**src/rtl/cryo_sched_pkg.sv**
```systemverilog
// Shared definitions for the counter round-robin scheduler.
//   state_t    : scheduler FSM encoding (IDLE / RUN / DONE), 2 bits
//   onehot()   : index -> one-hot vector (MAX_REQ wide)
//   rr_search(): round-robin winner search, starting at ptr+1 modulo n
package cryo_sched_pkg;

    localparam int unsigned MAX_REQ = 32;

    typedef logic [5:0] idx_t;

    typedef enum logic [1:0] {
        ST_IDLE = 2'd0,
        ST_RUN  = 2'd1,
        ST_DONE = 2'd2
    } state_t;

    function automatic logic [MAX_REQ-1:0] onehot(input idx_t idx);
        return MAX_REQ'(1) << idx;
    endfunction

    // Returns the first set request after ptr, wrapping at n. ptr < n and
    // i <= n keep ptr+i below 2n, so a single subtraction does the modulo.
    // Returns ptr unchanged when no request is set.
    function automatic idx_t rr_search(input logic [MAX_REQ-1:0] req,
                                       input idx_t ptr, input idx_t n);
        idx_t win;
        idx_t cand;
        logic found;
        win   = ptr;
        found = 1'b0;
        for (int unsigned i = 1; i <= MAX_REQ; i++) begin
            cand = ptr + idx_t'(i);
            if (cand >= n) cand = cand - n;
            if (!found && (i <= 32'(n)) && req[cand[4:0]]) begin
                win   = cand;
                found = 1'b1;
            end
        end
        return win;
    endfunction

endpackage

```
**src/rtl/counter_param.sv**
```systemverilog
// Saturating up-counter shared by the scheduler.
//   clk   : clock, rising edge
//   rst   : synchronous clear (highest priority)
//   en    : count enable, +1 per cycle, holds at MAX_COUNT
//   count : current counter value
module counter_param #(
    parameter int unsigned MAX_COUNT   = 14,
    parameter int unsigned COUNT_WIDTH = 4
) (
    input  logic                   clk,
    input  logic                   rst,
    input  logic                   en,
    output logic [COUNT_WIDTH-1:0] count
);

    localparam logic [COUNT_WIDTH-1:0] MAX_C = COUNT_WIDTH'(MAX_COUNT);

    logic [COUNT_WIDTH-1:0] count_q;

    always_ff @(posedge clk) begin
        if (rst) begin
            count_q <= '0;
        end else if (en && (count_q != MAX_C)) begin
            count_q <= count_q + COUNT_WIDTH'(1);
        end
    end

    assign count = count_q;

endmodule

```
**src/rtl/counter_rr_sched.sv**
```systemverilog
// Round-robin scheduler granting a shared interval counter to one of
// NUM_REQ requesters at a time.
//   clk   : clock, rising edge
//   rst   : synchronous active-high reset
//   req   : per-requester level request (drop to abort)
//   dur   : per-requester duration, slice i = [i*COUNT_WIDTH +: COUNT_WIDTH]
//   grant : one-hot current owner, zero when unowned
//   done  : one-cycle one-hot completion pulse to the owner
//   busy  : high while an interval runs
//   count : live value of the shared counter
module counter_rr_sched
    import cryo_sched_pkg::*;
#(
    parameter int unsigned NUM_REQ     = 4,
    parameter int unsigned COUNT_WIDTH = 4,
    parameter int unsigned MAX_COUNT   = 14
) (
    input  logic                           clk,
    input  logic                           rst,
    input  logic [NUM_REQ-1:0]             req,
    input  logic [NUM_REQ*COUNT_WIDTH-1:0] dur,
    output logic [NUM_REQ-1:0]             grant,
    output logic [NUM_REQ-1:0]             done,
    output logic                           busy,
    output logic [COUNT_WIDTH-1:0]         count
);

    localparam int unsigned IDX_W = (NUM_REQ > 1) ? $clog2(NUM_REQ) : 1;
    localparam logic [COUNT_WIDTH-1:0] MAX_C = COUNT_WIDTH'(MAX_COUNT);

    state_t                 state_q, state_d;
    logic [NUM_REQ-1:0]     grant_q, grant_d;
    logic [NUM_REQ-1:0]     done_q, done_d;
    logic [COUNT_WIDTH-1:0] dur_q, dur_d;
    logic [IDX_W-1:0]       ptr_q, ptr_d;
    logic [IDX_W-1:0]       owner_q, owner_d;
    logic [IDX_W-1:0]       winner;
    logic [COUNT_WIDTH-1:0] dur_win;
    logic                   cnt_en;
    logic                   cnt_clr;

    always_ff @(posedge clk) begin
        if (rst) begin
            state_q <= ST_IDLE;
            grant_q <= '0;
            done_q  <= '0;
            dur_q   <= '0;
            ptr_q   <= IDX_W'(NUM_REQ - 1);
            owner_q <= '0;
        end else begin
            state_q <= state_d;
            grant_q <= grant_d;
            done_q  <= done_d;
            dur_q   <= dur_d;
            ptr_q   <= ptr_d;
            owner_q <= owner_d;
        end
    end

    always_comb begin
        state_d = state_q;
        grant_d = grant_q;
        done_d  = '0;
        dur_d   = dur_q;
        ptr_d   = ptr_q;
        owner_d = owner_q;
        winner  = IDX_W'(rr_search(MAX_REQ'(req), idx_t'(ptr_q), idx_t'(NUM_REQ)));
        dur_win = dur[winner*COUNT_WIDTH +: COUNT_WIDTH];

        unique case (state_q)
            ST_IDLE: begin
                if (|req) begin
                    state_d = ST_RUN;
                    grant_d = NUM_REQ'(onehot(idx_t'(winner)));
                    dur_d   = (dur_win > MAX_C) ? MAX_C : dur_win;
                    owner_d = winner;
                end
            end
            ST_RUN: begin
                // Abort outranks completion in the same cycle.
                if (!req[owner_q]) begin
                    state_d = ST_IDLE;
                    grant_d = '0;
                    ptr_d   = owner_q;
                end else if (count == dur_q) begin
                    state_d = ST_DONE;
                    done_d  = grant_q;
                    grant_d = '0;
                    ptr_d   = owner_q;
                end
            end
            ST_DONE: begin
                state_d = ST_IDLE;
            end
            default: begin
                state_d = ST_IDLE;
                grant_d = '0;
            end
        endcase
    end

    // Clearing on the edge that leaves RUN (rather than one cycle later)
    // keeps count at 0 whenever no interval is running.
    assign cnt_en  = (state_q == ST_RUN);
    assign cnt_clr = rst | (state_d != ST_RUN);

    counter_param #(
        .MAX_COUNT   (MAX_COUNT),
        .COUNT_WIDTH (COUNT_WIDTH)
    ) u_counter (
        .clk   (clk),
        .rst   (cnt_clr),
        .en    (cnt_en),
        .count (count)
    );

    assign grant = grant_q;
    assign done  = done_q;
    assign busy  = (state_q == ST_RUN);

endmodule

```
**config.mk**
```make
export PLATFORM = sky130hd
export DESIGN_NAME = counter_rr_sched
export DESIGN_NICKNAME = d
export VERILOG_FILES = /design/src/rtl/cryo_sched_pkg.sv /design/src/rtl/counter_param.sv /design/src/rtl/counter_rr_sched.sv
export SDC_FILE = /design/constraint.sdc
export NUM_CORES = 1
export LEC_CHECK = 0
export ABC_AREA = 1
export BUFFER_PORTS_ARGS = -buffer_cell sky130_fd_sc_hd__buf_2
export CAP_MARGIN = 10
export CELL_PAD_IN_SITES_DETAIL_PLACEMENT = 0
export CELL_PAD_IN_SITES_GLOBAL_PLACEMENT = 1
export CORE_UTILIZATION = 33
export CTS_BUF_LIST = sky130_fd_sc_hd__clkbuf_16
export CTS_CLUSTER_SIZE = 24
export DETAILED_ROUTE_END_ITERATION = 10
export PLACE_DENSITY = 0.77
export REMOVE_ABC_BUFFERS = 1
export SYNTH_ARGS = -nofsm -noshare
export SYNTH_HDL_FRONTEND = slang
export SYNTH_SLANG_ARGS = --single-unit
```
**constraint.sdc**
```tcl
create_clock -name clk -period 2.05 [get_ports clk]
set_input_delay 0 -clock clk [delete_from_list [all_inputs] [get_ports clk]]
set_output_delay 0 -clock clk [all_outputs]
set_load 0.005 [all_outputs]
```
**Word level (Yosys, flattened, before mapping)**

Index checks and enable logic that the tools add are counted.
W data, S select, Z words.

- Register bits: 22
- Input bits: 22
- Output and inout bits: 13
- Logic and storage cells: 86

- Add/sub/neg operators: 9
- $lt $le $gt $ge: 10
- Eq/ne operators: 8
- Shift operators: 2
- Multiplexer cells: 32
- Bitwise operators: 5
- Reductions and logical operators: 13

Operators with widths:

| kind | number |
|---|---|
| $lt A5 B6 Y1 const B | 4 |
| $bmux W1 S5 | 4 |
| $mux W5 | 4 |
| $mux W2 | 9 |
| $mux W4 | 4 |
| $shiftx A16 B5 Y4 | 1 |
| $pmux W4 S3 | 1 |
| $sub A3 B3 Y4 const B | 3 |
| $ge A3 B3 Y1 const B | 3 |
| $mux W1 | 8 |
| $reduce_or A4 Y1 | 2 |
| $add A2 B2 Y3 const B | 2 |
| $sub A4 B3 Y5 const B | 1 |
| $add A2 B3 Y4 const B | 1 |
| $add A4 B1 Y4 const B | 1 |
| $eq A4 B4 Y1 | 1 |
| $ge A4 B3 Y1 const B | 1 |
| $gt A4 B4 Y1 const B | 1 |
| $logic_and A1 B1 Y1 | 4 |
| $ne A2 B1 Y1 const B | 2 |
| $ne A4 B4 Y1 const B | 1 |
| $not A1 Y1 | 4 |
| $pmux W2 S2 | 1 |
| $reduce_and A2 Y1 | 2 |
| 12 further kinds | 14 |

**Depth between registers and ports, before layout**

Gate-level depths: netlist of run 1.

- Depth in word-level cells: 18
- Gate-level depth with buffers: 17
- Depth with buffers taken out: 16

**By module**

From an unflattened synthesis of run 1, not the netlist that was laid out.

- Cell total of the unflattened synthesis: 221
- Area total of the unflattened synthesis: 1,525.2 sq um

By module, submodules not included:

| module | instances | cells an instance | area an instance (sq um) | seq. area each (sq um) |
|---|---|---|---|---|
| counter_rr_sched | 1 | 190 | 1,303.8 | 360.3 |
| counter_param | 1 | 31 | 221.5 | 80.1 |

**Worst setup path after synthesis of run 1**

No wires, ideal clock.

- Path kind: reg-to-reg
- From: reg ptr_q[0]
- To: reg dur_q[0]
- Library setup time: 124 ps
- Data arrival time: 1,952 ps
- Required time: 1,926 ps
- Slack: -26 ps
- Stages on the path, launching flop included: 14
- Buffers on the path: 1
- Clock period less this slack: 2,076 ps
- Cell sequence: dfxtp_1 > buf_6 > inv_8 > ha_1 > inv_1 > nand3_1 > nand3_4 > nand4_1 > nand3_1 > nand3_1 > nand2_1 > nand3_1 > nand2_1 > a21oi_2

- Word-level cells in the longest chain between the ends: 18
- Elaborated cells on any way between the ends: 40
- Classes of those cells: add/sub: 8; order compare: 5; shift: 1; mux: 20; reduce/logical: 6

RTL lines:

| item | line | text |
|---|---|---|
| start: declaration | counter_rr_sched.sv:35 | `logic [IDX_W-1:0] ptr_q, ptr_d;` |
| start signal: assignment | counter_rr_sched.sv:48 | `ptr_q <= IDX_W'(NUM_REQ - 1);` |
| start signal: assignment | counter_rr_sched.sv:55 | `ptr_q <= ptr_d;` |
| $add A2 B1 Y3 | cryo_sched_pkg.sv:32 | `cand = ptr + idx_t'(i);` |
| $sub A3 B3 Y4 or $ge A3 B3 Y1 (tied branches) | cryo_sched_pkg.sv:33 | `if (cand >= n) cand = cand - n;` |
| $mux W5 | cryo_sched_pkg.sv:33 |  |
| $bmux W1 S5 | cryo_sched_pkg.sv:34 | `if (!found && (i <= 32'(n)) && req[cand[4:0]]) begin` |
| $mux W1 (implied by the code) | cryo_sched_pkg.sv:34 |  |
| $mux W1 | cryo_sched_pkg.sv:34 |  |
| $logic_not A1 Y1 | cryo_sched_pkg.sv:34 |  |
| $logic_and A1 B1 Y1 | cryo_sched_pkg.sv:34 |  |
| (+2 left out) | -- |  |
| $logic_and A1 B1 Y1 | cryo_sched_pkg.sv:34 |  |
| $mux W1 | cryo_sched_pkg.sv:34 |  |
| $logic_not A1 Y1 | cryo_sched_pkg.sv:34 |  |
| $logic_and A1 B1 Y1 | cryo_sched_pkg.sv:34 |  |
| $mux W2 (*) | cryo_sched_pkg.sv:34 |  |
| $shiftx A16 B5 Y4 (*) | counter_rr_sched.sv:68 | `dur_win = dur[winner*COUNT_WIDTH +: COUNT_WIDTH];` |
| $gt A4 B4 Y1 | counter_rr_sched.sv:75 | `dur_d = (dur_win > MAX_C) ? MAX_C : dur_win;` |
| $mux W4 (*) | counter_rr_sched.sv:75 |  |
| end signal: assignment | counter_rr_sched.sv:54 | `dur_q <= dur_d;` |
| end: declaration | counter_rr_sched.sv:34 | `logic [COUNT_WIDTH-1:0] dur_q, dur_d;` |

Every way passes the cells marked *; elsewhere a longest branch is shown, timed or not. The select of a mux whose other input is x is not followed.
A chain may end at the register's enable or synchronous reset.

**Worst setup path after layout of run 1**

Same ends and word-level chain as after synthesis.

==> run_results.csv, run 1 <==
group,metric,value,unit
outcome,outcome,"finished, violations left",
outcome,failed_checks,"design-rule violations",
power,switching_power,0.00165,W
clock_network,ctsHoldBuffers,0,
timing,fmax,0.510,GHz
power,intPower,0.00167,W
power,leakage,1.04,nW
grt,grt_pass1_vias,1389,
synth,yosysWarnings,0,
floorplanning,dieWidth,70.5,um
route,vias,1539,
synth,synth_ff_type,"dfxtp_1",
synth,async_flop_share,0,
synth,ys_ff_latch,22,
power,p_clk_frac,0.123,
timing,drv_slew,0,
synth,postSynthCellCount,225,
critical_path,cp-start-kind,"flip-flop",
clock_network,clk_latency,0.25,ns
grt,grt_usage,0.150,
route,routedWlPerCell,11.4,um
clock_network,tritoncts,"built",
clock_network,cts.sinks,22,
placement,numPortBuffers,34,
placement,gp_congestion,0.827,
synth,synth-seq-area-share,0.284,
worst_hold_path,hold_class,"input port to flip-flop",
floorplanning,die_height,70.5,um
route,drtAntennaViolNets,0,
clock_network,cts_max_path_buffers,2,
synth,syn_area,0.00155,sq mm
timing,fin_crit,1.96,ns
synth,syn_avg_cell_area,6.89,sq um
clock_network,ctsRootBufferMaster,"clkbuf_16",
timing,timing.final.crit_share,0.957,
timing,tightestPinTransition,0.513,ns
final_layout,n_antenna_cell,0,
power,p_total,0.00333,W
power,p_sw_frac,0.497,
final_layout,fin_area,0.00204,sq mm
floorplanning,start_util,0.349,
floorplanning,die-area,0.00498,sq mm
job,max-cap-violations,0,
timing,finClkSkew,0.00223,ns
power,irDropWorstVdd,0.000693,V
route,drt-total-wl,3.70,mm
synth,synth.top_cells.by_area,"dfxtp_1 28%, nand2_1 11%, inv_1 9.9%, nand3_1 7.4%, ha_1 5.6%",
clock_network,numCtsBuffers,3,
synth,synth_top_area_cell,"dfxtp_1",
power,p_comb_frac,0.689,
floorplanning,io_pins,35,
timing,setup-tns-final,0,ns
critical_path,critPathRequiredTime,2.18,ns
clock_network,cts_htree_levels,1,
grt,overflow,0,
grt,grt_first_pass_wirelength,6.05,mm
route,drt_pass1_iterations,7,
timing,slew_headroom,0.655,
timing,setup_viol,0,
placement,postPlaceCellArea,0.00182,sq mm
critical_path,cp.arrival,2.10,ns
critical_path,crit_fanout,8,
critical_path,worstSetupEndpointType,"flip-flop",
power,seqPwrFrac,0.188,
route,drc,6,
timing,hold_viol_final,0,
floorplanning,std_cell_rows,24,
grt,grt_max_degree,13,
final_layout,fin_util,0.460,
final_layout,nNetsFinal,301,
route,dr.first_iter.drc_count,76,
timing,whs,0.0655,ns
route,vias_per_cell,4.76,
placement,hpwl,2.76,mm
final_layout,area_growth,31.9,%
synth,synthDominantCellAreaShare,0.284,
grt,antenna_found_initial,0,
power,power.density,1630,mW/mm^2
synth,synth-edff-count,0,
synth,synth.distinct_cells,28,
clock_network,cts.clk_slew.worst_paths,0.06,ns
final_layout,drive_gt1_frac,0.328,
floorplanning,fp.coreArea,0.00444,sq mm
critical_path,crit_type,"flip-flop to flip-flop",
synth,synth_common_cells,"44 x nand2_1, 41 x inv_1, 23 x nand3_1, 22 x dfxtp_1, 15 x nor2_1",
synth,yosysMostFrequentCell,"nand2_1",
## area by class of cell
class	instances	area [sq um]
Clock buffer	3	75.1
Clock inverter	1	3.75
Fill cell	493	2400
Inverter	45	176
Multi-Input combinational cell	157	1030
Sequential cell	22	444
Tap cell	52	65.1
Timing Repair Buffer	43	245
## state kept, by name, indices dropped and copies added, names as in the netlist
name / count
grant: 4
ptr_q: 2
done: 4
u_counter.count: 4
state_q: 2
dur_q: 4
owner_q: 2
## repair_timing
item | 4_1_cts | 5_1_grt
gates resized for setup | 1 | 25
cloned | 0 | 1
setup buffers | 0 | 2
endpoints found under the hold margin | 0 | 0
pin swaps | 0 | 16
endpoints found under the setup margin | 3 | 8
## per-stage QoR
step	worst slack, ns	instances
detailed placement	-0.0189	316
global route	-0.0283	323
finish	0.0886	323
floorplan	-0.190	223
CTS	0.0309	320
global placement	0.000126	316
## power groups by stage
stage	clock network (W)	registers (W)	logic (W)
2_1_floorplan	0	0.000650	0.00140
3_3_place_gp	0	0.000631	0.00191
3_5_place_dp	0	0.000631	0.00191
4_1_cts	0.000415	0.000623	0.00192
5_1_grt	0.000446	0.000646	0.00256
6_report	0.000408	0.000626	0.00229
## cells by family after synthesis
logic type / Yosys count / share of synthesized area
DFF: 22 / 0.284
buffers and inverters: 47 / 0.123
adders and majority gates: 7 / 0.0565
and+or+nand+nor: 117 / 0.412
xor gates and xnor gates: 4 / 0.0226
AOI/OAI and AO/OA: 28 / 0.102
## critical path, cell delays in order, from the launching register on
cell,delay (ns)
dfxtp_4,0.38
inv_8,0.04
ha_4,0.24
buf_6,0.13
nand3_4,0.07
nand2_4,0.05
nor2_4,0.16
nand2_4,0.09
nand2_4,0.09
nand2_8,0.08
nand3b_1,0.10
nand3_1,0.10
nand2_1,0.09
nand3_1,0.08
nand2_1,0.08
a21oi_2,0.05
## final timing paths
check	slack, ns	from	end	depth (start not counted)
worst max-delay path	0.09	ptr_q[0]	dur_q[0]	15
worst min register to register	0.44	grant[3]	done[3]	2
worst min-delay path	0.07	rst	grant[2]	2
worst max register to register	0.09	ptr_q[0]	dur_q[0]	15
## metal layers
layer | share of wire | track usage | up-vias
met2 | 0.47 | 0.248 | 37
met1 | 0.48 | 0.204 | 679
met5 | 0 | 0 | -
met4 | 0.012 | 0.0333 | 0
li1 | - | - | 819
met3 | 0.040 | 0.0271 | 4
## cells in the final DEF, fill, tap and decap left out, drive strengths merged
cell type / Yosys / routed
xor2: 2 / 2
a32oi: 1 / 1
xnor2: 2 / 2
o21ai: 8 / 8
ha: 7 / 7
inv: 44 / 44
buf: 1 / 43
a22oi: 1 / 1
nand3: 30 / 31
a21oi: 15 / 15
nand3b: 5 / 5
clkbuf: 1 / 3
nor2: 16 / 16
nand2: 57 / 57
clkinv: 1 / 2
o211ai: 3 / 3
or2: 1 / 1
dfxtp: 22 / 22
nand4: 5 / 5
nor4: 3 / 3
(Power assumes the default switching activity.)
==> run 2: changes to the inputs <==
--- a/config.mk
+++ b/config.mk
@@ -14,8 +14,9 @@
 export CTS_BUF_LIST = sky130_fd_sc_hd__clkbuf_16
 export CTS_CLUSTER_SIZE = 24
 export DETAILED_ROUTE_END_ITERATION = 10
-export PLACE_DENSITY = 0.77
+export PLACE_DENSITY = 0.78
 export REMOVE_ABC_BUFFERS = 1
 export SYNTH_ARGS = -nofsm -noshare
 export SYNTH_HDL_FRONTEND = slang
+export SYNTH_HIERARCHICAL = 1
 export SYNTH_SLANG_ARGS = --single-unit
==> run 2 against run 1 <==
The flow now finishes without violations. Via count shrank 6.0%. Sequential cell count is the same. Core utilization shrank 1.3 points. Cell count shrank 1.9%. First-iteration DRC count shrank 34%. Largest power group unchanged. Highest routed layer unchanged.
==> run_results.csv, run 2 <==
group,metric,value,unit
outcome,outcome,"complete, no violations",
synth,synth_common_cells,"56 x nand2_1, 30 x inv_1, 23 x nor2_1, 22 x dfxtp_1, 19 x nand3_1",
power,p_sw_frac,0.492,
synth,synth_ff_type,"dfxtp_1",
final_layout,area_growth,28.4,%
worst_hold_path,hold_path_end,"dur_q[0]",
floorplanning,std_cell_rows,24,
grt,grt_max_degree,14,
critical_path,r2r_cells,16,
floorplanning,die_height,70.0,um
route,dr.first_iter.drc_count,50,
route,drc,0,
critical_path,cp.arrival,2.05,ns
grt,grt_first_pass_wirelength,5.53,mm
synth,yosysMostFrequentCell,"nand2_1",
placement,place_ws,-0.0643,ns
route,drtAntennaViolNets,0,
placement,numPortBuffers,34,
placement,place_inst,311,
synth,synth-edff-count,0,
timing,hold_viol_final,0,
critical_path,critPathRequiredTime,2.19,ns
timing,setup_ws,0.132,ns
synth,synthDominantCellAreaShare,0.289,
critical_path,r2r-end,"dur_q[0]",
critical_path,crit_type,"flip-flop to flip-flop",
synth,postSynthCellCount,221,
placement,hpwl,2.59,mm
timing,whs,0.0727,ns
critical_path,worstSetupEndpointType,"flip-flop",
synth,synth.top_cells.by_area,"dfxtp_1 29%, nand2_1 14%, inv_1 7.4%, nand3_1 6.2%, ha_1 5.7%",
clock_network,cts.clk_slew.worst_paths,0.06,ns
clock_network,cts.sinks,22,
timing,tightestPinTransition,0.409,ns
power,seqPwrFrac,0.188,
timing,slew_headroom,0.725,
power,leakage,0.995,nW
grt,grt_pass1_vias,1307,
clock_network,numCtsBuffers,3,
floorplanning,start_util,0.348,
route,vias_per_cell,4.56,
clock_network,clk_latency,0.25,ns
final_layout,n_antenna_cell,0,
placement,gp_congestion,0.775,
route,drt-total-wl,3.27,mm
critical_path,reg2reg_slack,0.13,ns
final_layout,mostFrequentLayoutCell,"nand2_1",
timing,setup_viol,0,
synth,synth.distinct_cells,33,
clock_network,cts_htree_levels,1,
route,routedWlPerCell,10.3,um
critical_path,cp_slowest_stage_delay,0.37,ns
power,p_clk_frac,0.123,
timing,drv_slew,0,
synth,async_flop_share,0,
timing,finClkSkew,0.00123,ns
critical_path,crit_top_cell,"nand2_1",
floorplanning,fp.coreArea,0.00438,sq mm
route,drt_pass1_iterations,4,
final_layout,layout_common_cells,"48 x nand2_1, 34 x buf_2, 29 x inv_1, 23 x nor2_1, 20 x dfxtp_1",
synth,yosysWarnings,6,
power,switching_power,0.00162,W
job,max-cap-violations,0,
final_layout,nNetsFinal,295,
floorplanning,dieWidth,70.0,um
critical_path,cp_slowest_cell,"dfxtp_4",
worst_hold_path,whs_path_depth,2,
critical_path,cp-start-kind,"flip-flop",
critical_path,r2r_start,"ptr_q[0]",
floorplanning,io_pins,35,
power,intPower,0.00168,W
floorplanning,die-area,0.00490,sq mm
route,vias,1447,
power,power.density,1680,mW/mm^2
final_layout,num-fill-cells,459,
clock_network,ctsRootBufferMaster,"clkbuf_16",
synth,synth-seq-area-share,0.289,
timing,timing.final.crit_share,0.936,
grt,antenna_found_initial,0,
grt,grt_usage,0.137,
synth,syn_avg_cell_area,6.90,sq um
power,p_comb_frac,0.689,
synth,synth_top_area_cell,"dfxtp_1",
timing,fin_crit,1.92,ns
final_layout,drive_gt1_frac,0.336,
clock_network,cts_max_path_buffers,2,
grt,overflow,0,
critical_path,path_cells,"inv_6 -> ha_4 -> inv_4 -> nand3_2 -> nand3_4 -> nand2_1 -> nand2_1 -> nand2_1 -> nand2_2 -> nand2_4 -> inv_4 -> nand2_1 -> nand2_1 -> nand3_1 -> nand2_1 -> a21oi_2",
timing,fmax,0.521,GHz
final_layout,fin_util,0.447,
worst_hold_path,hold_class,"input port to flip-flop",
synth,ys_ff_latch,22,
critical_path,crit_fanout,8,
power,p_total,0.00330,W
power,irDropWorstVdd,0.000917,V
synth,syn_area,0.00153,sq mm
final_layout,instances_no_fill,317,
worst_hold_path,hp-start,"rst",
clock_network,tritoncts,"built",
[run 2: changes by cell type after synthesis, sizes merged, moves of 2 or more]
cell	change
nor2	+11
nand2	+9
a21oi	-7
inv	-7
nand3	-5
nand3b	-3
nor4	-3
o21ai	-2
xnor2	+2
[run 2: cell type report]
class | instances | area, sq um | area share
repair buffers | 42 | 238 | 0.121
flip-flops and latches | 22 | 445 | 0.227
clock buffers | 3 | 75.1 | 0.0383
multi-input cells | 159 | 973 | 0.497
clock inverters | 1 | 3.75 | 0.00192
well taps | 52 | 65.1 | 0.0332
inverters | 38 | 158 | 0.0805
[run 2: critical path, delay by kind of cell, from the launching register on]
family,cells,cell delay (ns)
and+or+nand+nor,11,0.91
DFF,1,0.37
adders and majority gates,1,0.25
buffers and inverters,3,0.21
AOI/OAI and AO/OA,1,0.05
[run 2: cell families after synthesis]
family | share of synthesized area
AOI/OAI and AO/OA | 0.0853
buffers and inverters | 0.107
adders and majority gates | 0.0574
DFF | 0.289
and+or+nand+nor | 0.432
xor gates and xnor gates | 0.0287
[run 2: power by group through the flow]
stage / clock [W] / combinational [W] / sequential, W
final: 0.000406 / 0.00227 / 0.000622
after global placement: 0 / 0.00199 / 0.000621
after CTS: 0.000417 / 0.00202 / 0.000616
after detailed placement: 0 / 0.00198 / 0.000623
after floorplan: 0 / 0.00152 / 0.000644
after global routing: 0.000430 / 0.00255 / 0.000637
[run 2: metrics by stage]
step           cell area [sq um]  TNS (ns)
2_1_floorplan               1510    -0.633
3_3_place_gp                1790   -0.0319
3_5_place_dp                1790   -0.0754
4_1_cts                     1880         0
5_1_grt                     1960   -0.0215
6_report                    1960         0
[run 2: timing repair]
item / in CTS / in global routing
endpoints found under the setup margin: 4 / 4
resized for setup: 2 / 21
gates cloned: 0 / 0
hold buffers: 0 / 0
pin swaps: 0 / 8
setup buffers: 0 / 2
[run 2: how the worst max path moves through the flow]
stage               depth (start not counted)  endpoint  startpoint
floorplan                                  16  dur_q[0]    ptr_q[0]
global placement                           16  dur_q[0]    ptr_q[0]
detailed placement                         16  dur_q[0]    ptr_q[0]
CTS                                        15  dur_q[0]    ptr_q[1]
global route                               17  dur_q[0]    ptr_q[0]
finish                                     16  dur_q[0]    ptr_q[0]
[run 2: routing by layer]
layer,vias up,wire (um),global-route usage
met5,-,0,0
met4,0,36,0.0400
met3,4,116,0.0188
met2,25,1480,0.232
met1,630,1630,0.180
li1,788,-,-
